==> config.mk <==
export PLATFORM = sky130hd
export DESIGN_NAME = arcade_input_ctrl
export DESIGN_NICKNAME = d
export VERILOG_FILES = /design/src/rtl/arcade_input_ctrl.sv
export SDC_FILE = /design/constraint.sdc
export NUM_CORES = 1
export LEC_CHECK = 0
export BUFFER_PORTS_ARGS = -buffer_cell sky130_fd_sc_hd__buf_2
export CORE_MARGIN = 2
export CORE_UTILIZATION = 45
export CTS_CLUSTER_DIAMETER = 60
export DETAILED_ROUTE_END_ITERATION = 16
export GPL_TIMING_DRIVEN = 1
export PLACE_DENSITY = 0.72
export REMOVE_ABC_BUFFERS = 1
export SETUP_SLACK_MARGIN = 0.2
export SYNTH_ARGS = -nofsm -noshare
export SYNTH_HDL_FRONTEND = slang
export SYNTH_SLANG_ARGS = --single-unit
==> constraint.sdc <==
create_clock -name clk_sys -period 2.4 [get_ports clk_sys]
set_input_delay 0.36 -clock clk_sys [delete_from_list [all_inputs] [get_ports clk_sys]]
set_output_delay 0.36 -clock clk_sys [all_outputs]
set_load 0.02 [all_outputs]
==> src/rtl/arcade_input_ctrl.sv <==
// arcade_input_ctrl: joystick-to-core conditioner with autofire, fixed-length coin pulse and DIP capture
module arcade_input_ctrl #(
  parameter int NUM_PLAYERS = 2,
  parameter int BTN_W = 10,
  parameter int COIN_BIT = 8,
  parameter int COIN_CYCLES = 200000,
  parameter int AF_DIV = 20000,
  parameter int DIP_BANKS = 8,
  parameter logic [7:0] DIP_INDEX = 8'd254
) (
  input  logic                           clk_sys,
  input  logic                           reset,
  input  logic [NUM_PLAYERS*BTN_W-1:0]   joy_in,
  input  logic [BTN_W-1:0]               af_mask,
  input  logic [3:0]                     af_rate,
  input  logic                           ioctl_download,
  input  logic                           ioctl_wr,
  input  logic [7:0]                     ioctl_index,
  input  logic [24:0]                    ioctl_addr,
  input  logic [7:0]                     ioctl_dout,
  output logic [NUM_PLAYERS*BTN_W-1:0]   ctrl_n,
  output logic [DIP_BANKS*8-1:0]         dip_out
);
  localparam int CW = $clog2(COIN_CYCLES + 1);
  localparam int PW = AF_DIV > 1 ? $clog2(AF_DIV) : 1;
  localparam int AW = DIP_BANKS > 1 ? $clog2(DIP_BANKS) : 1;
  logic [NUM_PLAYERS*BTN_W-1:0] s1;
  logic [PW-1:0] pre;
  logic tick;
  logic [BTN_W-1:0] mask_eff;
  logic [DIP_BANKS*8-1:0] dip_q = '0;
  assign tick = pre == PW'(AF_DIV - 1);
  assign mask_eff = af_mask & ~(BTN_W'(1) << COIN_BIT);
  assign dip_out = dip_q;
  always_ff @(posedge clk_sys) begin
    if (reset) begin
      s1 <= '0;
      pre <= '0;
    end else begin
      s1 <= joy_in;
      pre <= tick ? '0 : pre + 1'b1;
    end
  end
  always_ff @(posedge clk_sys)
    if (ioctl_wr && ioctl_index == DIP_INDEX && ioctl_addr < 25'(DIP_BANKS))
      dip_q[{ioctl_addr[AW-1:0], 3'b000} +: 8] <= ioctl_dout;
  for (genvar p = 0; p < NUM_PLAYERS; p++) begin : g_p
    logic [BTN_W-1:0] btn, act, ctrl_q;
    logic [3:0] af_cnt;
    logic [CW-1:0] coin_cnt;
    logic af_phase, coin_prev, held, coin_rise;
    assign btn = s1[p*BTN_W +: BTN_W];
    assign held = |(btn & mask_eff) && af_rate != 4'd0;
    assign coin_rise = btn[COIN_BIT] && !coin_prev && coin_cnt == '0 && !ioctl_download;
    always_comb begin
      act = btn & (af_rate != 4'd0 ? ~mask_eff | {BTN_W{af_phase}} : '1);
      act[COIN_BIT] = coin_rise || coin_cnt > CW'(1);
    end
    always_ff @(posedge clk_sys) begin
      if (reset) begin
        ctrl_q <= '1;
        af_cnt <= '0;
        af_phase <= 1'b1;
        coin_cnt <= '0;
        coin_prev <= 1'b0;
      end else begin
        coin_prev <= btn[COIN_BIT];
        if (ioctl_download) begin
          ctrl_q <= '1;
          af_cnt <= '0;
          af_phase <= 1'b1;
          coin_cnt <= '0;
        end else begin
          ctrl_q <= ~act;
          coin_cnt <= coin_rise ? CW'(COIN_CYCLES) : coin_cnt != '0 ? coin_cnt - 1'b1 : '0;
          if (!held) begin
            af_cnt <= '0;
            af_phase <= 1'b1;
          end else if (tick) begin
            af_cnt <= af_cnt == af_rate - 4'd1 ? 4'd0 : af_cnt + 4'd1;
            af_phase <= af_cnt == af_rate - 4'd1 ? ~af_phase : af_phase;
          end
        end
      end
    end
    assign ctrl_n[p*BTN_W +: BTN_W] = ctrl_q;
  end
endmodule

==> results of run 1 <==
==> worst paths after layout <==
kind,to,slack [ps],cells past startpoint
hold reg to reg,g_p[1].ctrl_q[7],390,1
hold / removal,s1[2],140,2
setup / recovery,g_p[1].ctrl_q[8],350,5
setup reg to reg,g_p[1].ctrl_q[8],350,5
==> stage by stage <==
stage	setup slack, ps	hold WS, ps	power, mW
floorplan	-236	367	5.28
finish	345	142	8.61
detailed placement	54.9	378	5.79
global route	226	132	9.09
global placement	65.2	375	5.68
CTS	253	122	8.64
==> area by class of cell <==
| cell class | instances | area share, % |
|---|---|---|
| tap | 184 | 2.70 |
| multi-input combinational | 420 | 31.7 |
| timing repair buffer | 178 | 11.0 |
| clock buffer | 23 | 6.11 |
| clock inverter | 9 | 1.28 |
| inverter | 13 | 0.573 |
| sequential | 167 | 46.7 |
==> kinds of logic (layout without fill, tap and decap cells) <==
| logic type | Yosys count | in the layout |
|---|---|---|
| flip-flops | 167 | 167 |
| XOR/XNOR | 59 | 59 |
| AO/OA/AOI/OAI | 38 | 38 |
| adder cells (fa/ha/maj) | 13 | 13 |
| AND/OR/NAND/NOR | 310 | 310 |
| buffers and inverters | 29 | 223 |
==> worst max-delay path, cell delays in order, from the launching register on <==
cell and delay (ps):
dfxtp_1 340, or3_4 380, or3_4 360, nor4b_4 310, nand4_1 300, a21boi_0 230
==> timing repair <==
item                       4_1_cts  5_1_grt
setup endpoints to repair        0       16
gates resized for setup          0        1
buffers inserted                 0        4
==> cell usage in the layout (no fill, tap or decap), types with 19 or more instances in the layout <==
cell       count
nand3_1       31
clkbuf_16     19
buf_2        161
and2_1        46
nor2_1        66
nor3_1        25
xor2_1        26
edfxtp_1      64
dfxtp_1      103
nor2b_1       26
and3_1        19
nand2_1       42
xnor2_1       29
==> routing by layer <==
metal / track usage [%] / share of wire [%] / vias up / wire, um
li1: - / - / 2511 / -
met1: 23.1 / 42 / 2454 / 6510
met2: 34.3 / 51 / 126 / 7990
met3: 4.34 / 3.9 / 36 / 611
met4: 9.37 / 2.8 / 0 / 437
met5: 0 / 0 / - / 0
==> sequential cells by signal, summed over array words and instances (netlist names) <==
name           flops
g_p.ctrl_q        20
g_p.af_phase       2
s1                20
pre               15
g_p.coin_cnt      36
g_p.af_cnt         8
g_p.coin_prev      2
dip_out           64
==> power groups by stage <==
stage | Clock, mW | Sequential, mW | Combinational (mW)
6_report | 2.81 | 3.40 | 2.39
5_1_grt | 2.99 | 3.43 | 2.67
4_1_cts | 2.88 | 3.40 | 2.36
3_5_place_dp | 0 | 3.45 | 2.34
3_3_place_gp | 0 | 3.44 | 2.25
2_1_floorplan | 0 | 3.44 | 1.84
==> flow_summary.yaml, run 1 <==
finish:
  layout.cells.non_filler: 994
  nFillCells: 1259
  area_growth_pct: 25.3
  nets: 889
  regArea_um2: 3980
  diodes: 0
  final_area_um2: 8520
  final_core_util_pct: 58.2
  multi_input_area_um2: 2700
  drive_above_1_share_pct: 27.0
sta:
  setup_violations: 0
  final_hold_viol_count: 0
  min_period_ps: 2050
  period_share_pct: 85.6
  slew_viol_final: 0
  slew_headroom_pct: 55.9
  fin_setup_tns_ps: 0
  skew_ps: 7.52
  rsz0062_at_grt: "no"
  timing.fmax_mhz: 487
  tightest_slew_ps: 658
power_and_ir_drop:
  p_switching_mw: 2.59
  power.density_nw_per_um2: 1010
  p_comb_share_pct: 27.8
  clock_power_share_pct: 32.7
  seq_power_share_pct: 39.5
  peakVddDrop_uv: 726
  leakage_nw: 3.24
  p_int_mw: 6.02
  switching_share_pct: 30.1
synthesis:
  yosys.cell_count.top_type: "dfxtp_1"
  mappedNetlistArea_um2: 6800
  ys_seq_elements: 167
  synth_largest_area_cell: "dfxtp_1"
  netlist.area_leader.share_pct: 30.3
  synthXorXnorAreaFrac_pct: 8.44
  yosysSeqAreaShare_pct: 58.6
  ys_top_cells_by_count: "dfxtp_1, nor2_1, edfxtp_1, and2_1, nand2_1"
  synth.area.top_cells: "dfxtp_1, edfxtp_1, and2_1"
  muxShareOfSynthArea_pct: 0
  syn_area_per_cell_um2: 11.0
  synthSimpleGateAreaFrac_pct: 24.9
  synth_cells: 616
  yosysWarnings: 0
  ys.flop_type: "dfxtp_1"
  synth_top_family_by_area: "simple AND/OR/NAND/NOR gates"
  synth_edf_count: 64
  synth-compound-area-share_pct: 3.88
  synth-async-reset-ratio_pct: 0
  synthAdderAreaFrac_pct: 2.39
  synth_cell_type_count: 47
drt:
  wl_per_cell_um: 15.6
  drt_iter0_drc: 219
  post-route-drc-count: 0
  via_count: 5127
  ant_nets: 0
  routed_via_density: 5.16
  wl_um: 15500
  dr.pass1.iters: 5
setup_path:
  end_kind: "flop"
  crit_fanout: 7
  required_ps: 2690
  crit_arrival_ps: 2340
  crit_type: "reg -> reg"
  cp-startpoint: "g_p[1].coin_cnt[12]"
  cp-start-kind: "flop"
  r2r_start: "g_p[1].coin_cnt[12]"
global_route:
  antenna_found_initial: 0
  grt_pass1_wl_um: 24600
  grt_pass1_vias: 5122
  grt-ovfl-total: 0
  grt_max_degree: 22
  grt.total_usage_pct: 19.7
clocking:
  path_clk_slew_ps: 60
  postCtsHoldBufs: 0
  clock-sinks: 167
  clk_path_buf_depth: 2
  cts_buffers: 17
  htreeDepth: 4
  cts-root-buf: "clkbuf_16"
  cts_tree: "built"
  clk_latency_ps: 420
placement:
  portBuffers: 161
  dpl.hpwl_um: 11400
  dpl.cell_count: 958
  gp_congestion: 0.841
  post_dp_cell_area_um2: 7860
worst_hold_path:
  min_from: "joy_in[2]"
  hold_class: "in -> reg"
floorplanning:
  die_h_um: 127
  die_x_um: 127
  io_pins: 163
  core_area_um2: 14600
  start_util_pct: 46.5
  num_rows: 44
  dieArea_um2: 16100
status:
  status: "complete, no violations"
job:
  cap_violations: 0
Power figures use the tool's default switching activity.
==> inputs of run 2 (changes only) <==
--- a/config.mk
+++ b/config.mk
@@ -11,7 +11,7 @@
 export CTS_CLUSTER_DIAMETER = 60
 export DETAILED_ROUTE_END_ITERATION = 16
 export GPL_TIMING_DRIVEN = 1
-export PLACE_DENSITY = 0.72
+export PLACE_DENSITY = 0.81
 export REMOVE_ABC_BUFFERS = 1
 export SETUP_SLACK_MARGIN = 0.2
 export SYNTH_ARGS = -nofsm -noshare
==> run 2 against run 1 <==
Net effect: largest cell class unchanged; worst hold slack about the same; sequential power about the same; critical path depth did not move; power shrank 1.9%; non-clock buffer count stayed put; utilization shrank 0.38 points; largest power group unchanged.
==> flow_summary.yaml, run 2 (same netlist as run 1, synthesis figures left out) <==
clocking:
  cts_buffers: 17
  cts_resized: 0
  clock-sinks: 167
  cts-root-buf: "clkbuf_16"
  cts_tree: "built"
  htreeDepth: 4
  path_clk_slew_ps: 60
  cts_setup_buffers: 0
  postCtsHoldBufs: 0
  clk_path_buf_depth: 2
  clk_latency_ps: 420
sta:
  period_share_pct: 84.2
  timing.fmax_mhz: 495
  final_hold_viol_count: 0
  slew_viol_final: 0
  rsz0062_at_grt: "no"
  hold_ws_ps: 143
  setup_violations: 0
  setup_ws_ps: 379
  slew_headroom_pct: 53.0
  tightest_slew_ps: 703
  min_period_ps: 2020
  skew_ps: 4.89
setup_path:
  worstPathCellList: "or3_4 -> or3_4 -> nor4b_4 -> a211o_2 -> o21ai_0"
  crit_type: "reg -> reg"
  crit_fanout: 18
  slowest_delay_ps: 400
  cp-start-kind: "flop"
  required_ps: 2700
  r2r_start: "g_p[1].coin_cnt[13]"
  cpMostUsedCell: "or3_4"
  cp-startpoint: "g_p[1].coin_cnt[13]"
  end_kind: "flop"
  crit_arrival_ps: 2320
  slowest_stage: "or3_4"
global_route:
  grt_pass1_wl_um: 23600
  grt.total_usage_pct: 18.6
  antenna_found_initial: 0
  grt_max_degree: 22
  grt-ovfl-total: 0
  grt_pass1_vias: 4874
power_and_ir_drop:
  peakVddDrop_uv: 686
  power.density_nw_per_um2: 998
  leakage_nw: 3.21
worst_hold_path:
  min_from: "joy_in[6]"
  hold_class: "in -> reg"
floorplanning:
  io_pins: 163
  die_h_um: 127
  core_area_um2: 14600
  die_x_um: 127
  dieArea_um2: 16100
  num_rows: 44
  start_util_pct: 46.5
finish:
  area_growth_pct: 24.5
  layout_common_cells: "buf_2, dfxtp_1, nor2_1"
  drive_above_1_share_pct: 26.3
  nFillCells: 1261
  final_area_um2: 8470
  final_core_util_pct: 57.8
  final_common_cell: "buf_2"
  largest_register_ffs: 64
  nets: 889
  diodes: 0
placement:
  gp_congestion: 0.813
  dpl_worst_slack_ps: 112
  post_dp_cell_area_um2: 7890
  dpl.hpwl_um: 10900
  portBuffers: 161
drt:
  wl_per_cell_um: 14.8
  post-route-drc-count: 0
  dr.pass1.iters: 7
  routed_via_density: 5.07
  ant_nets: 0
  wl_um: 14700
  drt_iter0_drc: 296
  via_count: 5039
status:
  status: "complete, no violations"
job:
  cap_violations: 0
[run 2: changes by cell type in the layout (fill, tap and decap cells not counted), sizes merged]
cell,delta
bufinv,+1
clkinvlp,-1
clkbuf,-1
inv,-1
clkinv,+2
[run 2: stage by stage]
stage | power (mW) | TNS [ps] | std cells
2_1_floorplan | 5.28 | -1890 | 600
3_3_place_gp | 5.74 | 0 | 962
3_5_place_dp | 5.83 | 0 | 962
4_1_cts | 8.51 | 0 | 994
5_1_grt | 8.92 | 0 | 994
6_report | 8.45 | 0 | 994
[run 2: final cells by class]
class	instances	area, um^2	area share [%]
multi-input combinational	420	2700	31.9
tap	184	230	2.72
timing repair buffer	178	933	11.0
clock buffer	22	444	5.25
sequential	167	3980	47.1
inverter	13	48.8	0.576
clock inverter	10	129	1.52
[run 2: metal layers]
| metal | part of all wire, % | global-route usage [%] |
|---|---|---|
| met3 | 4.7 | 4.34 |
| met5 | 0 | 0 |
| met4 | 2.1 | 7.30 |
| met2 | 50 | 31.4 |
| met1 | 43 | 23.0 |
[run 2: path summary, 6_finish.rpt]
kind | endpoint | slack (ps) | cells after the start
max | g_p[1].coin_cnt[16] | 380 | 5
min | s1[6] | 140 | 2
min reg2reg | g_p[0].ctrl_q[7] | 390 | 1
max reg2reg | g_p[1].coin_cnt[16] | 380 | 5
[run 2: worst max-delay path, delay by kind of cell (launching register included)]
kind,cells,cell delay (ps)
AO/OA/AOI/OAI,2,510
AND/OR/NAND/NOR,3,1050
flip-flops,1,330
[run 2: report_power, final]
group          internal (mW)  leakage [nW]  switching [mW]
logic                   1.09          1.64            1.29
registers               3.19          1.29           0.213
clock network           1.63         0.277            1.04
